File: config.mk
export PLATFORM = sky130hd
export DESIGN_NAME = mod_99_8b_respond
export DESIGN_NICKNAME = d
export VERILOG_FILES = /design/src/rtl/mod_99_8b_respond.sv
export SDC_FILE = /design/constraint.sdc
export NUM_CORES = 1
export LEC_CHECK = 0
export CAP_MARGIN = 0
export CORE_ASPECT_RATIO = 0.5
export CORE_UTILIZATION = 45
export CTS_CLUSTER_DIAMETER = 80
export DETAILED_ROUTE_END_ITERATION = 8
export PLACE_DENSITY_LB_ADDON = 0.1
export RECOVER_POWER = 50
export SETUP_SLACK_MARGIN = 0.2
export SKIP_LAST_GASP = 1
export SYNTH_ARGS = -nofsm -noshare
export SYNTH_HDL_FRONTEND = slang
export SYNTH_SLANG_ARGS = --single-unit
File: constraint.sdc
create_clock -name clk -period 1.4 [get_ports clk]
set_input_delay 0.28 -clock clk [delete_from_list [all_inputs] [get_ports clk]]
set_output_delay 0.28 -clock clk [all_outputs]
set_load 0.005 [all_outputs]
File: src/rtl/mod_99_8b_respond.sv
// mod_99_8b_respond: MAC Merge verify-protocol respond side, classifies received mPackets and requests respond mPackets
module mod_99_8b_respond #(
  parameter logic [7:0] SMD_V = 8'h07,
  parameter logic [7:0] SMD_R = 8'h19,
  parameter int MPKT_LEN = 64,
  parameter int CNT_W = 8
) (
  input  logic             clk,
  input  logic             reset_begin,
  input  logic             link_fail,
  input  logic             pEnable,
  input  logic             rx_valid,
  input  logic             rx_sof,
  input  logic             rx_eof,
  input  logic [7:0]       rx_data,
  input  logic             rx_crc_ok,
  input  logic             tx_r_done,
  output logic [1:0]       state,
  output logic             send_r,
  output logic             rcv_v,
  output logic             rcv_r,
  output logic [CNT_W-1:0] respond_cnt
);
  typedef enum logic [1:0] {
    INIT_RESPOND    = 2'd0,
    WAIT_FOR_VERIFY = 2'd1,
    SEND_RESPOND    = 2'd2
  } state_e;
  localparam int LW = $clog2(MPKT_LEN + 2);
  localparam logic [LW-1:0] LEN  = LW'(MPKT_LEN);
  localparam logic [LW-1:0] LMAX = LW'(MPKT_LEN + 1);
  localparam logic [LW-1:0] ZEND = LW'(MPKT_LEN - 4);
  state_e           state_q, state_d;
  logic             send_r_q, send_r_d;
  logic             rcv_v_q, rcv_v_d;
  logic             rcv_r_q, rcv_r_d;
  logic [CNT_W-1:0] cnt_q, cnt_d;
  logic             open_q, open_d;
  logic [7:0]       smd_q, smd_d;
  logic [LW-1:0]    len_q, len_d;
  logic             zero_q, zero_d;
  logic             frc, valid, v_hit;
  logic [LW-1:0]    idx;
  always_comb begin
    frc = link_fail | ~pEnable;
    idx = (len_q == LMAX) ? LMAX : len_q + LW'(1);
    open_d = open_q;
    smd_d = smd_q;
    len_d = len_q;
    zero_d = zero_q;
    valid = 1'b0;
    if (rx_valid && rx_sof) begin
      open_d = !rx_eof;
      smd_d = rx_data;
      len_d = '0;
      zero_d = 1'b1;
    end else if (rx_valid && open_q) begin
      open_d = !rx_eof;
      len_d = idx;
      zero_d = zero_q & (idx > ZEND || rx_data == 8'h00);
      valid = rx_eof && idx == LEN && zero_d && rx_crc_ok;
    end
    open_d = open_d & ~frc;
    v_hit = valid && smd_q == SMD_V && !frc;
    rcv_r_d = valid && smd_q == SMD_R && !frc;
    state_d = state_q;
    send_r_d = send_r_q;
    cnt_d = cnt_q;
    rcv_v_d = rcv_v_q | v_hit;
    if (frc) begin
      state_d = INIT_RESPOND;
      send_r_d = 1'b0;
      rcv_v_d = 1'b0;
    end else if (state_q == INIT_RESPOND) begin
      state_d = WAIT_FOR_VERIFY;
    end else if (state_q == WAIT_FOR_VERIFY && rcv_v_q) begin
      state_d = SEND_RESPOND;
      send_r_d = 1'b1;
      rcv_v_d = v_hit;
      cnt_d = &cnt_q ? cnt_q : cnt_q + CNT_W'(1);
    end else if (state_q == SEND_RESPOND && tx_r_done) begin
      state_d = WAIT_FOR_VERIFY;
      send_r_d = 1'b0;
    end
  end
  always_ff @(posedge clk) begin
    if (reset_begin) begin
      state_q <= INIT_RESPOND;
      send_r_q <= 1'b0;
      rcv_v_q <= 1'b0;
      rcv_r_q <= 1'b0;
      cnt_q <= '0;
      open_q <= 1'b0;
      smd_q <= '0;
      len_q <= '0;
      zero_q <= 1'b0;
    end else begin
      state_q <= state_d;
      send_r_q <= send_r_d;
      rcv_v_q <= rcv_v_d;
      rcv_r_q <= rcv_r_d;
      cnt_q <= cnt_d;
      open_q <= open_d;
      smd_q <= smd_d;
      len_q <= len_d;
      zero_q <= zero_d;
    end
  end
  assign state = state_q;
  assign send_r = send_r_q;
  assign rcv_v = rcv_v_q;
  assign rcv_r = rcv_r_q;
  assign respond_cnt = cnt_q;
endmodule

Word-level counts from Yosys, hierarchy flattened --
Index checks and enable logic that the tools add are counted.
Word-level totals: bits in registers 30, bits of input ports 17, word-level logic and storage cells 66
Cells by class: add/subtract/negate cells 2, magnitude comparators 1, equality and inequality tests 6, multiplexer cells 14, bitwise operators 8, reductions and logical operators 25
Operators with widths (number):
- == test 7 bit (second input constant) | 2
- logical AND 1 bit | 11
- 2-to-1 mux 1 bit | 11
- adder 8 x 1 -> 8 bit (second input constant) | 1
- == test 8 x 3 -> 1 bit (second input constant) | 1
- == test 8 x 5 -> 1 bit (second input constant) | 1
- zero test 8 bit | 1
- AND reduction 8 bit | 1
- adder 7 x 1 -> 7 bit (second input constant) | 1
- greater-than comparator 7 x 6 -> 1 bit (second input constant) | 1
- 2-to-1 mux 7 bit | 1
- 2-to-1 mux 2 bit | 2
- NOT 1 bit | 4
- AND reduction 4 bit | 1
- nonzero test 2 bit | 2
- OR reduction 2 bit | 2
- nonzero test 3 bit | 1
- OR reduction 3 bit | 1
- bitwise AND 1 bit | 2
- == test 2 x 1 -> 1 bit (second input constant) | 1
- == test 2 bit (second input constant) | 1
- zero test 1 bit | 2
- zero test 2 bit | 1
- bitwise OR 1 bit | 2
- 2 further kinds | 2

Logic depth before layout (Yosys ltp) --
Gate-level depths: netlist (run 1).
word-level depth 14, mapped depth 6, gate-level depth less buffers 6

Worst setup path after synthesis (run 1) --
Ideal clock, no wire load.
kind reg-to-reg, start point register len_q[0], end point register rcv_v_q (netlist: rcv_v), library setup time 87 ps, arrival 1497 ps, data required time 1313 ps, setup slack -184 ps, stages on the path, launching flop included 7, period minus slack after synthesis 1584 ps, path through dfxtp_1 ha_1 clkbuf_1 xor2_1 nor4_1 nand4_1 o31ai_1
On the way: word-level cells in the longest chain between the ends 14, elaborated cells between the ends (all ways) 17
RTL lines:
- start, declared | line 40 | logic [LW-1:0] len_q, len_d;
- start signal, assigned | line 105 | len_q <= len_d;
- adder 7 x 1 -> 7 bit or == test 7 bit (tied branches) | line 46 | idx = (len_q == LMAX) ? LMAX : len_q + LW'(1);
- 2-to-1 mux 7 bit * | line 46
- greater-than comparator 7 x 6 -> 1 bit | line 60 | zero_d = zero_q & (idx > ZEND || rx_data == 8'h00);
- logical OR 1 bit | line 60
- bitwise AND 1 bit | line 60
- logical AND 1 bit * (2 in a row) | line 61 | valid = rx_eof && idx == LEN && zero_d && rx_crc_ok;
- 2-to-1 mux 1 bit * | line 57 | end else if (rx_valid && open_q) begin
- 2-to-1 mux 1 bit * | line 52 | if (rx_valid && rx_sof) begin
- logical AND 1 bit * (2 in a row) | line 64 | v_hit = valid && smd_q == SMD_V && !frc;
- bitwise OR 1 bit | line 69 | rcv_v_d = rcv_v_q | v_hit;
- 2-to-1 mux 1 bit | line 76 | end else if (state_q == WAIT_FOR_VERIFY && rcv_v_q) begin
- 2-to-1 mux 1 bit * | line 74 | end else if (state_q == INIT_RESPOND) begin
- end signal, assigned | line 100 | rcv_v_q <= rcv_v_d;
- end, declared | line 35 | logic rcv_v_q, rcv_v_d;
Every way passes the cells marked *; elsewhere a longest branch is shown, timed or not. A chain may end at the register's enable or synchronous reset.

Worst setup path after layout (run 1) --
start point register cnt_q[0] (netlist: respond_cnt[0]), end point register cnt_q[3] (netlist: respond_cnt[3])
On the way: word-level cells in the longest chain between the ends 3, elaborated cells between the ends (all ways) 4
RTL lines:
- start, declared | line 37 | logic [CNT_W-1:0] cnt_q, cnt_d;
- start signal, assigned | line 102 | cnt_q <= cnt_d;
- branches (longest 3 deep; another with adder 8 x 1 -> 8 bit)
Parallel ways; which one is timed is not known.

==> results by group, run 1 <==
Global route
  – Grt ovf: 0
  – Largest net degree at the start of global routing: 10
  – Vias in the first global route: 1633
  – Gr usage total: 27.21%
  – Initial antenna violation count: 0
  – First-pass GRT wire length: 7521 um

Setup path
  – CP top delay family: simple AND/OR/NAND/NOR gates
  – Type of origin of the critical path: register
  – Slowest stage delay, CP: 0.42 ns
  – Most used cell, CP: buf_4
  – CP bufs+invs: 2
  – Crit path capture type: register
  – Data arrival, critical path: 1.87 ns
  – Slowest cell on the critical path: or4_4
  – Worst endpoint required time: 1.62 ns
  – Setup Crit Path Kind: register to register
  – Crit Path Max Fanout: 5
  – Critical path cell sequence: ha_4 > nand3_2 > o211ai_1 > buf_4 > buf_4 > or4_4 > a21oi_2

Floorplanning
  – Initial Util: 48.58%
  – Std-Cell Rows: 14
  – Die Y: 42.80 um
  – Core area: 0.003083 sq mm
  – Die area: 0.003577 sq mm
  – Ports: 30
  – Die width: 83.59 um

Logic synthesis
  – Avg Cell Area, Syn: 8.140 sq um
  – Post-synth top flop: dfxtp_1
  – Mux cell area share after synthesis: 0.6683%
  – Synth top area cells: dfxtp_1 (40%), a21oi_1 (7.7%), nand2_1 (7.0%)
  – Cells after synthesis: 184
  – Sequential area share after synthesis: 40.10%
  – Area share of and/or/nand/nor cells after synthesis: 30.16%
  – Post-synthesis async set-or-reset flop share: 0%
  – Post-synthesis xor/xnor area fraction: 2.924%
  – Synthesis-stage register bit count: 30
  – Adder and majority gate portion of the synthesized area: 2.506%
  – Largest area contributor in the netlist: dfxtp_1
  – Most common cell in the synthesized netlist: dfxtp_1
  – Post-synthesis compound-gate area fraction: 19.21%
  – Largest family of logic cells by synthesized area: simple AND/OR/NAND/NOR gates
  – Syn Nets: 204
  – Post-synth top cells: dfxtp_1 (30), nand2_1 (28), a21oi_1 (23), nor2_1 (11), nand3_1 (10)
  – YS warnings: 0
  – Mapped Area: 0.001498 sq mm
  – Number of enable flip-flop cells after synthesis: 0
  – Post-synth top area share: 40.10%
  – Post-synthesis cell type count: 41

Routing
  – Final WL: 4902 um
  – Residual DRC: 0
  – DR pass1 iterations: 4
  – Initial DRC count: 70
  – Final ANT Viol Nets: 0
  – Via count: 1749
  – Avg WL per Cell: 15.51 um
  – Vias/cell: 5.535

Placement
  – Port bufs: 29
  – Final GP Congestion: 0.8376
  – DP Wirelength: 2950 um

CTS
  – Worst skew pair latency: 0.29 ns
  – Max Root-Sink Buffers: 2
  – CTS buffer count: 5
  – H-tree depth: 2
  – Clock slew at reported path FFs: 0.07 ns
  – Clk sinks: 30
  – Hold Buf Count CTS: 0
  – Root buffer cell: clkbuf_8
  – CTS tree: done

Timing
  – Final Cycle Share: 117.7%
  – RSZ-0062 raised after global routing: yes
  – Final setup fails: 11
  – Max transition margin: 74.72%
  – Max Freq: 606.7 MHz
  – Max Slew Vio Count: 0
  – Crit path time final: 1.648 ns
  – Endpoints failing hold: 0
  – Setup TNS: -1.708 ns
  – Clock Skew: 0.005462 ns
  – Worst Tran Pin Value: 0.3784 ns
  – Fin worst setup slack: -0.2482 ns

Min path
  – Hold Path Class: register to register

Power and ir drop
  – P_leak: 1.064 nW
  – PwrDens: 695.6 mW/mm^2
  – Worst vdd ir: 0.4439 mV
  – Total Power: 1.857 mW

Finish
  – Final nets: 295
  – Post-layout util: 86.61%
  – Layout cells sized above 1: 48.19%
  – N_diodes: 0
  – Area growth from synthesis to layout: 78.28%

Run
  – Max_cap viols: 0

Run status
  – Failing checks: setup timing
  – Status: finished, violations left
[logic make-up after synthesis]
logic type / after synthesis
adders and majority gates: 3
muxes: 1
buffers and inverters: 12
xor gates and xnor gates: 5
and+or+nand+nor: 85
AOI/OAI and AO/OA: 48
DFF: 30
[through the flow]
| stage | instance area, sq um | setup WS, ns | hold slack [ns] | cells |
|---|---|---|---|---|
| final | 2670 | -0.2482 | 0.4601 | 316 |
| after global routing | 2670 | -0.3072 | 0.4808 | 316 |
| after CTS | 2496 | -0.2072 | 0.4555 | 306 |
| after detailed placement | 2211 | -0.5420 | 0.4486 | 291 |
| after global placement | 2211 | -0.4587 | 0.4388 | 291 |
| after floorplan | 1603 | -0.03601 | 0.3694 | 184 |
[what timing repair did]
item                                    4_1_cts  5_1_grt
endpoints found under the setup margin       31       25
endpoints found under the hold margin         0        0
resized for setup                            82       33
pin swaps                                    24       15
buffers inserted                              7       10
[worst register-to-register path, delay by kind of cell (launching register included)]
kind	cells	cell delay (ns)
AOI/OAI and AO/OA	2	0.27
adders and majority gates	1	0.16
buffers and inverters	2	0.32
DFF	1	0.34
and+or+nand+nor	2	0.48
[layout make-up]
| type | instances | area, sq um |
|---|---|---|
| Clock buffer | 8 | 110.1 |
| Fill cell | 171 | 412.9 |
| Inverter | 5 | 18.77 |
| Multi-Input combinational cell | 142 | 1070 |
| Sequential cell | 30 | 630.6 |
| Tap cell | 40 | 50.05 |
| Timing Repair Buffer | 91 | 790.8 |
[state kept, by name (all words and copies together) (netlist names)]
name and flops:
len_q 7, respond_cnt 8, rcv_v 1, open_q 1
state 2, rcv_r 1, send_r 1, smd_q 8
zero_q 1
[power breakdown]
part	switching, mW	internal (mW)	total [mW]
clock	0.341	0.496	0.837
combinational	0.0685	0.0827	0.151
sequential	0.00878	0.860	0.869
total	0.418	1.44	1.86
[cells in the final DEF (no fill, tap or decap), types with 6 or more instances in the layout]
cell type,Yosys,layout
a21oi_1,23,17
a21oi_2,0,6
buf_4,3,39
buf_6,0,24
clkbuf_8,0,8
clkdlybuf4s50_1,0,12
dfxtp_1,30,14
dfxtp_2,0,12
nand2_1,28,27
nor2_1,11,11
o21ai_0,7,6
[path summary, 6_finish.rpt]
path / startpoint / endpoint / slack [ns] / depth (start not counted)
max: respond_cnt[0] / respond_cnt[3] / -0.25 / 7
min reg2reg: smd_q[0] / smd_q[0] / 0.46 / 2
max reg2reg: respond_cnt[0] / respond_cnt[3] / -0.25 / 7
min: smd_q[0] / smd_q[0] / 0.46 / 2
[per-layer routing]
metal | part of all wire, % | wire length (um) | GRT usage (%) | vias to the layer above
met2 | 48 | 2356 | 48.46 | 49
met4 | 1.4 | 68 | 6.102 | 0
met5 | 0 | 0 | 0 | -
met3 | 5.4 | 263 | 8.171 | 10
met1 | 45 | 2213 | 32.82 | 844
li1 | - | - | - | 846
No activity file was read; power rests on OpenSTA's default activity.
==> run 2, diff against run 1 <==
CORE_UTILIZATION = 30   (was 45)
==> run 2 against run 1 <==
Effect of this change:
- the flow still finishes with violations (setup timing)
- sequential cell count did not move
- total power up 11%
- via count fell by 2.5%
- critical path depth is the same
- routed wire length decreased by 8.6%
- register-to-register slack improved by 0.03 ns
- first-iteration DRC count shrank 44%
- clock power increased by 25%
- utilization fell by 27 points
- combinational power grew 3%
- largest power group is now the clock network
==> results by group, run 2 (synthesis gave the netlist of run 1 again) <==
Run status
  – Status: finished, violations left
  – Failing checks: setup timing

Power and ir drop
  – PwrDens: 751.6 mW/mm^2 (+8.1%)
  – Total Power: 2.067 mW (+11%)
  – Worst vdd ir: 0.4071 mV (-8.3%)
  – P_leak: 1.084 nW (+2.0%)

Timing
  – Max Freq: 618.2 MHz (+1.9%)
  – Max transition margin: 76.87% (+2.1 points)
  – RSZ-0062 raised after global routing: yes
  – Worst hold slack: 0.4594 ns (-0.0007350 ns)
  – Final Cycle Share: 115.5% (-2.2 points)
  – Worst Tran Pin Value: 0.3469 ns (-0.03147 ns)
  – Final setup fails: 11 (unchanged)
  – Setup TNS: -1.626 ns (+0.08163 ns)
  – Clock Skew: 0.008003 ns (+0.002541 ns)
  – Max Slew Vio Count: 0 (unchanged)
  – Fin worst setup slack: -0.2175 ns (+0.03065 ns)
  – Crit path time final: 1.618 ns (-0.03065 ns)
  – Endpoints failing hold: 0 (unchanged)

Global route
  – First-pass GRT wire length: 7024 um (-6.6%)
  – Largest net degree at the start of global routing: 11 (+1)
  – Gr usage total: 17.59% (-9.6 points)
  – Initial antenna violation count: 0 (unchanged)
  – Grt ovf: 0 (unchanged)
  – Vias in the first global route: 1538 (-5.8%)

CTS
  – Hold Buf Count CTS: 0 (unchanged)
  – Root buffer cell: clkbuf_8
  – Clock slew at reported path FFs: 0.07 ns (about the same)
  – CTS buffer count: 5 (unchanged)
  – H-tree depth: 2 (unchanged)
  – Clk sinks: 30 (unchanged)
  – CTS tree: done
  – Worst skew pair latency: 0.29 ns (about the same)
  – Max Root-Sink Buffers: 2 (unchanged)

Routing
  – Met3 wire length: 125 um (-52%)
  – Vias/cell: 4.931 (-11%)
  – Final WL: 4481 um (-8.6%)
  – Avg WL per Cell: 12.95 um (-17%)
  – Initial DRC count: 39 (-44%)
  – Post-Route M1 WL: 2184 um (-1.3%)
  – Residual DRC: 0 (unchanged)
  – Top Layer Used: met4
  – DR WL met2: 2121 um (-10%)
  – Final ANT Viol Nets: 0 (unchanged)
  – DR pass1 iterations: 4 (unchanged)
  – Via count: 1706 (-2.5%)

Floorplanning
  – Die Y: 51.96 um (+21%)
  – Core area: 0.004594 sq mm (+49%)
  – Initial Util: 32.60% (-16 points)
  – Die width: 101.9 um (+22%)
  – Std-Cell Rows: 17 (+3)
  – Ports: 30 (unchanged)
  – Die area: 0.005296 sq mm (+48%)

Setup path
  – Crit Path Max Fanout: 3 (-2)
  – Crit path capture type: register
  – Type of origin of the critical path: register
  – Data arrival, critical path: 1.84 ns (-0.03 ns)
  – Critical path cell sequence: ha_4 > nand3_2 > o211ai_1 > buf_4 > buf_6 > or4_4 > a21oi_2
  – Slowest stage delay, CP: 0.41 ns (about the same)
  – Slowest cell on the critical path: or4_4
  – Setup Crit Path Kind: register to register
  – Worst endpoint required time: 1.62 ns (about the same)

Finish
  – Final instance area: 0.002750 sq mm (+3.0%)
  – Post-layout util: 59.86% (-27 points)
  – Layout cells sized above 1: 49.64% (+1.5 points)
  – Multi-input logic area: 0.001084 sq mm (+1.3%)
  – Register Area: 629.4 sq um (-0.20%)
  – Commonest cells after routing, fill and taps aside: buf_4 (47), nand2_1 (26), buf_6 (19), dfxtp_1 (17), a21oi_1 (14)
  – Area growth from synthesis to layout: 83.63%
  – Final nets: 299 (+1.4%)
  – N_diodes: 0 (unchanged)
  – Most common cell after layout, fill and taps aside: buf_4
  – Fill cells: 418 (+140%)
  – Post-Layout Cell Count: 346 (+9.5%)

Placement
  – Placement Cell Area: 0.002281 sq mm (+3.2%)
  – Pre-CTS setup slack: -0.5816 ns (-0.03959 ns)
  – DP Wirelength: 3063 um (+3.8%)
  – Final GP Congestion: 0.7643 (-8.8%)
  – Port bufs: 29 (unchanged)
  – Total instance count after detailed placement: 322 (+11%)

Run
  – Max_cap viols: 0 (unchanged)

Min path
  – Hold Path Class: register to register
-- run 2: timing repair --
item	in CTS	in global routing
pin swaps	20	23
gates resized for setup	81	37
endpoints found under the setup margin	32	23
setup buffers	10	6
-- run 2: area by class of cell --
class / instances / area share, %
Multi-Input combinational cell: 142 / 39.40
Timing Repair Buffer: 95 / 29.03
Sequential cell: 30 / 22.88
Clock buffer: 7 / 3.913
Tap cell: 66 / 3.003
Clock inverter: 1 / 1.092
Inverter: 5 / 0.6824
-- run 2: critical path: cells and delay by family, from the launching register on --
family | cells | cell delay [ns]
compound gates | 2 | 0.29
fa+ha+maj | 1 | 0.17
buf+inv | 2 | 0.29
flops | 1 | 0.35
simple gates | 2 | 0.46
-- run 2: final timing paths --
| kind | slack, ns | start | cells past startpoint | endpoint |
|---|---|---|---|---|
| max | -0.22 | respond_cnt[0] | 7 | respond_cnt[6] |
| min | 0.46 | smd_q[6] | 2 | smd_q[6] |
| max reg2reg | -0.22 | respond_cnt[0] | 7 | respond_cnt[6] |
| min reg2reg | 0.46 | smd_q[6] | 2 | smd_q[6] |
-- run 2: layer usage --
| layer | global-route usage (%) | vias to the layer above |
|---|---|---|
| met4 | 5.714 | 0 |
| met5 | 0 | - |
| met1 | 22.53 | 823 |
| met3 | 4.839 | 8 |
| li1 | - | 860 |
| met2 | 28.83 | 15 |
-- run 2: power by group --
| part | total [mW] | switching [mW] | internal, mW | leakage, nW |
|---|---|---|---|---|
| registers | 0.866 | 0.00811 | 0.858 | 0.251 |
| logic | 0.155 | 0.0651 | 0.0897 | 0.764 |
| clock network | 1.05 | 0.359 | 0.688 | 0.0696 |
